[config.mk]
export PLATFORM = sky130hd
export DESIGN_NAME = ifetch_unit
export DESIGN_NICKNAME = d
export VERILOG_FILES = /design/src/rtl/ifetch_unit.sv
export SDC_FILE = /design/constraint.sdc
export NUM_CORES = 1
export LEC_CHECK = 0
export CORE_MARGIN = 2
export CORE_UTILIZATION = 50
export CTS_CLUSTER_DIAMETER = 100
export CTS_CLUSTER_SIZE = 10
export DETAILED_ROUTE_END_ITERATION = 7
export GPL_ROUTABILITY_DRIVEN = 0
export GPL_TIMING_DRIVEN = 0
export PLACE_DENSITY_LB_ADDON = 0.15
export SYNTH_ARGS = -nofsm -noshare
export SYNTH_HDL_FRONTEND = slang
export SYNTH_SLANG_ARGS = --single-unit
export TNS_END_PERCENT = 100
[constraint.sdc]
create_clock -name clk -period 7 [get_ports clk]
set_input_delay 1.4 -clock clk [delete_from_list [all_inputs] [get_ports clk]]
set_output_delay 1.4 -clock clk [all_outputs]
set_load 0.02 [all_outputs]
[src/rtl/ifetch_unit.sv]
// Instruction fetch stage: sequential PC generation, req/gnt/rvalid memory port,
// prefetch FIFO feeding the decoder, and redirect flush handling.
module ifetch_unit #(
    parameter int unsigned        I_WIDTH    = 32,
    parameter int unsigned        A_WIDTH    = 32,
    parameter logic [A_WIDTH-1:0] RESET_PC   = '0,
    parameter int unsigned        FIFO_DEPTH = 2
) (
    input  logic               clk,
    input  logic               rst_n,
    input  logic               stall,
    input  logic               redirect_valid,
    input  logic [A_WIDTH-1:0] redirect_pc,
    output logic               imem_req,
    output logic [A_WIDTH-1:0] imem_addr,
    input  logic               imem_gnt,
    input  logic               imem_rvalid,
    input  logic [I_WIDTH-1:0] imem_rdata,
    output logic               loadInstr,
    output logic [I_WIDTH-1:0] instruction,
    output logic [A_WIDTH-1:0] instr_pc,
    output logic               fetch_err
);
    localparam int unsigned CW = $clog2(FIFO_DEPTH + 1);
    localparam int unsigned PW = (FIFO_DEPTH > 1) ? $clog2(FIFO_DEPTH) : 1;

    typedef enum logic [1:0] {RUN, FLUSH, HALT} state_t;

    state_t             state, state_nxt;
    logic [A_WIDTH-1:0] fetch_pc, head_pc;
    logic [CW-1:0]      outstanding, outstanding_nxt, discard, count;
    logic [PW-1:0]      rd_ptr, wr_ptr;
    logic [I_WIDTH-1:0] fifo_mem [FIFO_DEPTH];
    logic               run_en, err;
    logic               redir, misaligned, acc, push, pop, empty, full;
    logic [CW:0]        in_use;

    function automatic logic [PW-1:0] ptr_inc(input logic [PW-1:0] p);
        return (p == PW'(FIFO_DEPTH - 1)) ? '0 : p + PW'(1);
    endfunction

    assign redir      = redirect_valid & (state != HALT);
    assign misaligned = redirect_pc[1:0] != 2'b00;
    assign in_use     = (CW+1)'(outstanding) + (CW+1)'(count);
    assign empty      = count == '0;
    assign full       = count == CW'(FIFO_DEPTH);

    // Credits: never request more than the FIFO can absorb; run_en keeps req low through reset.
    assign imem_req  = run_en & (state == RUN) & ~redirect_valid & (in_use < (CW+1)'(FIFO_DEPTH));
    assign imem_addr = fetch_pc;
    assign acc       = imem_req & imem_gnt;

    assign outstanding_nxt = outstanding + CW'(acc) - CW'(imem_rvalid);
    assign push            = imem_rvalid & (discard == '0) & ~redir & (state != HALT);

    assign loadInstr   = (state == RUN) & ~redirect_valid & ~stall & ~empty;
    assign pop         = loadInstr;
    assign instruction = empty ? '0 : fifo_mem[rd_ptr];
    assign instr_pc    = empty ? '0 : head_pc;
    assign fetch_err   = err;

    always_ff @(posedge clk or negedge rst_n) begin
        if (!rst_n) begin
            state <= RUN;
        end else begin
            state <= state_nxt;
        end
    end

    always_comb begin
        state_nxt = state;
        case (state)
            RUN: begin
                if (redirect_valid) state_nxt = misaligned ? HALT : FLUSH;
            end
            FLUSH: begin
                if (redirect_valid)     state_nxt = misaligned ? HALT : FLUSH;
                else if (discard == '0) state_nxt = RUN;
            end
            HALT:    state_nxt = HALT;
            default: state_nxt = RUN;
        endcase
    end

    // Fetch pointer, credit/discard counters and FIFO control.
    always_ff @(posedge clk or negedge rst_n) begin
        if (!rst_n) begin
            run_en      <= 1'b0;
            err         <= 1'b0;
            fetch_pc    <= RESET_PC;
            head_pc     <= RESET_PC;
            outstanding <= '0;
            discard     <= '0;
            count       <= '0;
            rd_ptr      <= '0;
            wr_ptr      <= '0;
        end else begin
            run_en      <= 1'b1;
            outstanding <= outstanding_nxt;
            if (redir) begin
                fetch_pc <= redirect_pc;
                head_pc  <= redirect_pc;
                discard  <= outstanding_nxt;
                count    <= '0;
                rd_ptr   <= '0;
                wr_ptr   <= '0;
                if (misaligned) err <= 1'b1;
            end else begin
                if (acc) fetch_pc <= fetch_pc + A_WIDTH'(4);
                if (imem_rvalid && discard != '0) discard <= discard - CW'(1);
                if (push) wr_ptr <= ptr_inc(wr_ptr);
                if (pop) begin
                    rd_ptr  <= ptr_inc(rd_ptr);
                    head_pc <= head_pc + A_WIDTH'(4);
                end
                count <= count + CW'(push) - CW'(pop);
            end
        end
    end

    always_ff @(posedge clk) begin
        if (push) fifo_mem[wr_ptr] <= imem_rdata;
    end

    // The credit scheme must never let a response land in a full FIFO without a pop.
    assert property (@(posedge clk) disable iff (!rst_n) !(push && full && !pop));

endmodule
==> run metrics <==
detail-routed net length per standard cell=20.2 µm; share of synthesized area occupied by flip-flops and latches=52.2%; Diodes inserted=0; layout net count=967; postcts setup bufs=0; number of hold buffers added after cts=0; clock network fraction of design power=22.1%; kind of critical path=in -> out; maximum clock skew at final layout=9.94 ps; leading cell types by count after synthesis=75 x sky130_fd_sc_hd__nor2_1, 74 x sky130_fd_sc_hd__dfrtp_1, 64 x sky130_fd_sc_hd__edfxtp_1, 40 x sky130_fd_sc_hd__nand2_1; cell breakdown of the critical path=clkdlybuf4s50_1 > o21bai_1 > nor2_1 > clkdlybuf4s50_1; violation count after the first detailed-route iteration=1010; Port Buf Inserts=167; first element of the critical path=stall; Core Area=14000 µm²; number of instances resized during post-cts repair=0; Initial Util=51.7%; post-synthesis instance total=702; portion of total power attributed to sequential cells=31.5%; length of the first detailed-routing pass in iterations=7; beginning of the worst register-to-register path=count[0]$_DFF_PN0_; first-pass GRT wire length=35.2 mm; Crit-path slowest cell=sky130_fd_sc_hd__clkdlybuf4s50_1; clock sink total=138; grt ovf=0; flip-flop and latch area=3770 µm²; slew at the pin closest to its max-slew limit=1300 ps; final clock period utilization by the worst path=66.1%; clock latency reported for the late side of the worst-skew pair=430 ps; busiest layer in global routing=met2; number of enable-type register cells in the synthesized netlist=64; top-area cell type share of the netlist area=26.6%; outcome=finished clean; post-layout minimum cycle time=4630 ps; number of unique standard cell types used by synthesis=60; register bit total from synthesis=138; arrival time reported for the critical path endpoint=3230 ps; die extent in x=124 µm; synthesized area divided by synthesized cell count=10.3 µm²; H-Tree Level Count=4; aggregate negative setup slack=0 ps; Critical path buffers and inverters=2; remaining number of nets flagged by the antenna check after routing=0; number of buffers inserted during clock tree synthesis=17; largest cells by area after synthesis=sky130_fd_sc_hd__edfxtp_1 27%, sky130_fd_sc_hd__dfrtp_1 26%, sky130_fd_sc_hd__mux2i_1 4.7%; pin count of the biggest net entering global routing=44; cell family with most CP delay=buffers and inverters; Vias=6865; Hold Vio Cnt, Final=0; most used flip-flop cell after synthesis=sky130_fd_sc_hd__dfrtp_1; Critical Path End Type=primary output; Slew HR=12.4%; per-cell via count in the routed design=6.34; Finish-stage setup viols=0; clock-pin slew of the registers on the worst-case setup and hold paths=60 ps; power density of the placed cells=417 nW/µm²; Pins Over Slew Limit=0; cell type contributing the most total cell area after synthesis=sky130_fd_sc_hd__edfxtp_1; Multi-input gate area=3220 µm²; global-route usage over all layers=28.5%; number of violations of the max-capacitance limit=0; fraction of final layout cells sized beyond drive strength 1=5.43%; data required time at the worst endpoint=5600 ps; Post-Syn Area=7230 µm²; clock tree from TritonCTS=done; Most common cell on crit path=sky130_fd_sc_hd__clkdlybuf4s50_1; final hold slack=503 ps; initial antenna violation count=0; WL final=21.8 mm; Max Clk Rate=216 MHz; fraction of synthesis flops using an asynchronous set or reset pin=53.6%; startpoint types=primary input; post-detailed-route DRC marker count=0; type of the tightest min-delay check=reg -> reg; top-level I/O count=169; area growth from synthesis to layout=34.9%; Lkg Pwr=3.47 nW; GRT met1 Usage=35.8%; deepest clock path buffer count=2; routing usage on met3=7.73%; vias in the first global route=6848; number of filler cells placed in the layout=1063; setup repair after global routing missed its margin=false; DIE AREA=15400 µm²; switching power as a share of total power=41.7%; Global Route met2 Usage=46.4%; Die Span Y=124 µm; worst min-delay path startpoint=fetch_err$_DFFE_PN0P_; largest fanout on the critical path=5; Worst IR Drop VDD=367 µV; most repeated cell in the gate-level netlist after synthesis=sky130_fd_sc_hd__nor2_1; Int Power=2.37 mW; total half-perimeter wirelength after legalization and detailed placement=15.8 mm; number of placement rows=43; yosys warns=0; combinational share of power=46.4%; Mapped Nets=780; delay of the slowest cell on the worst path=720 ps; Clock Root Buffer=sky130_fd_sc_hd__clkbuf_16; Net Switching=1.70 mW
registers in the layout (all words and copies together), names as in the netlist, 2 cells and up:
register	cells
fifo_mem	64
head_pc	31
imem_addr	31
count	2
discard	2
outstanding	2
state	2
through the flow:
step                instances  util (%)  power, mW  area, µm²  setup slack, ps
CTS                      1082      69.7       4.04       9750             2340
global route             1082      69.8       4.28       9760             2280
detailed placement       1050      65.5       3.14       9160             2340
global placement         1049      65.3       3.09       9130             2010
floorplan                 702         -       2.33       7230             2920
finish                   1082      69.8       4.07       9760             2370
path summary, 6_finish.rpt:
check,slack [ps],end,depth (start not counted)
setup / recovery,2370,loadInstr,4
hold / removal,500,fetch_err$_DFFE_PN0P_,1
setup reg to reg,3360,discard[1]$_DFFE_PN0P_,11
hold reg to reg,500,fetch_err$_DFFE_PN0P_,1
max in group asynchronous,5500,discard[0]$_DFFE_PN0P_,2
min in group asynchronous,910,imem_addr[9]$_DFFE_PN0P_,1
power groups by stage:
stage / logic, mW / clock network (mW) / registers (mW)
2_1_floorplan: 1.03 / 0 / 1.31
4_1_cts: 1.87 / 0.899 / 1.27
3_3_place_gp: 1.81 / 0 / 1.27
6_report: 1.89 / 0.899 / 1.28
3_5_place_dp: 1.86 / 0 / 1.28
5_1_grt: 2.03 / 0.940 / 1.31
metal layers:
layer	part of all wire, %	routed length, µm	up-vias
met1	38	8380	3280
met4	4.1	889	0
met3	10	2190	85
li1	-	-	3071
met5	0	0	-
met2	47	10300	429
kinds of logic after synthesis:
family | Yosys count | synth area share [%]
muxes | 35 | 4.86
buffers and inverters | 62 | 3.65
other | 1 | 0.0518
adders and majority gates | 8 | 1.49
DFF | 138 | 52.2
xor gates and xnor gates | 15 | 1.82
and+or+nand+nor | 302 | 22.6
AOI/OAI and AO/OA | 141 | 13.4
cell type report:
class | instances | share of cell area [%]
buffer | 45 | 2.05
inverter | 17 | 0.654
clock inverter | 15 | 1.69
sequential | 138 | 38.7
multi-input combinational | 502 | 33.0
timing repair buffer | 168 | 17.3
clock buffer | 17 | 4.36
tap | 180 | 2.31
cell usage in the layout (no fill, tap or decap), types with 23 or more instances in the layout:
master                            Yosys  layout
sky130_fd_sc_hd__a21oi_1             25      25
sky130_fd_sc_hd__a31oi_1             31      31
sky130_fd_sc_hd__clkbuf_1            37      37
sky130_fd_sc_hd__clkdlybuf4s50_1      0     166
sky130_fd_sc_hd__dfrtp_1             74      74
sky130_fd_sc_hd__edfxtp_1            64      64
sky130_fd_sc_hd__mux2i_1             34      34
sky130_fd_sc_hd__nand2_1             40      40
sky130_fd_sc_hd__nand3_1             37      37
sky130_fd_sc_hd__nand4_1             26      26
sky130_fd_sc_hd__nor2_1              75      73
sky130_fd_sc_hd__nor2b_1             26      26
sky130_fd_sc_hd__or4_1               23      23
Power figures use the tool's default switching activity.
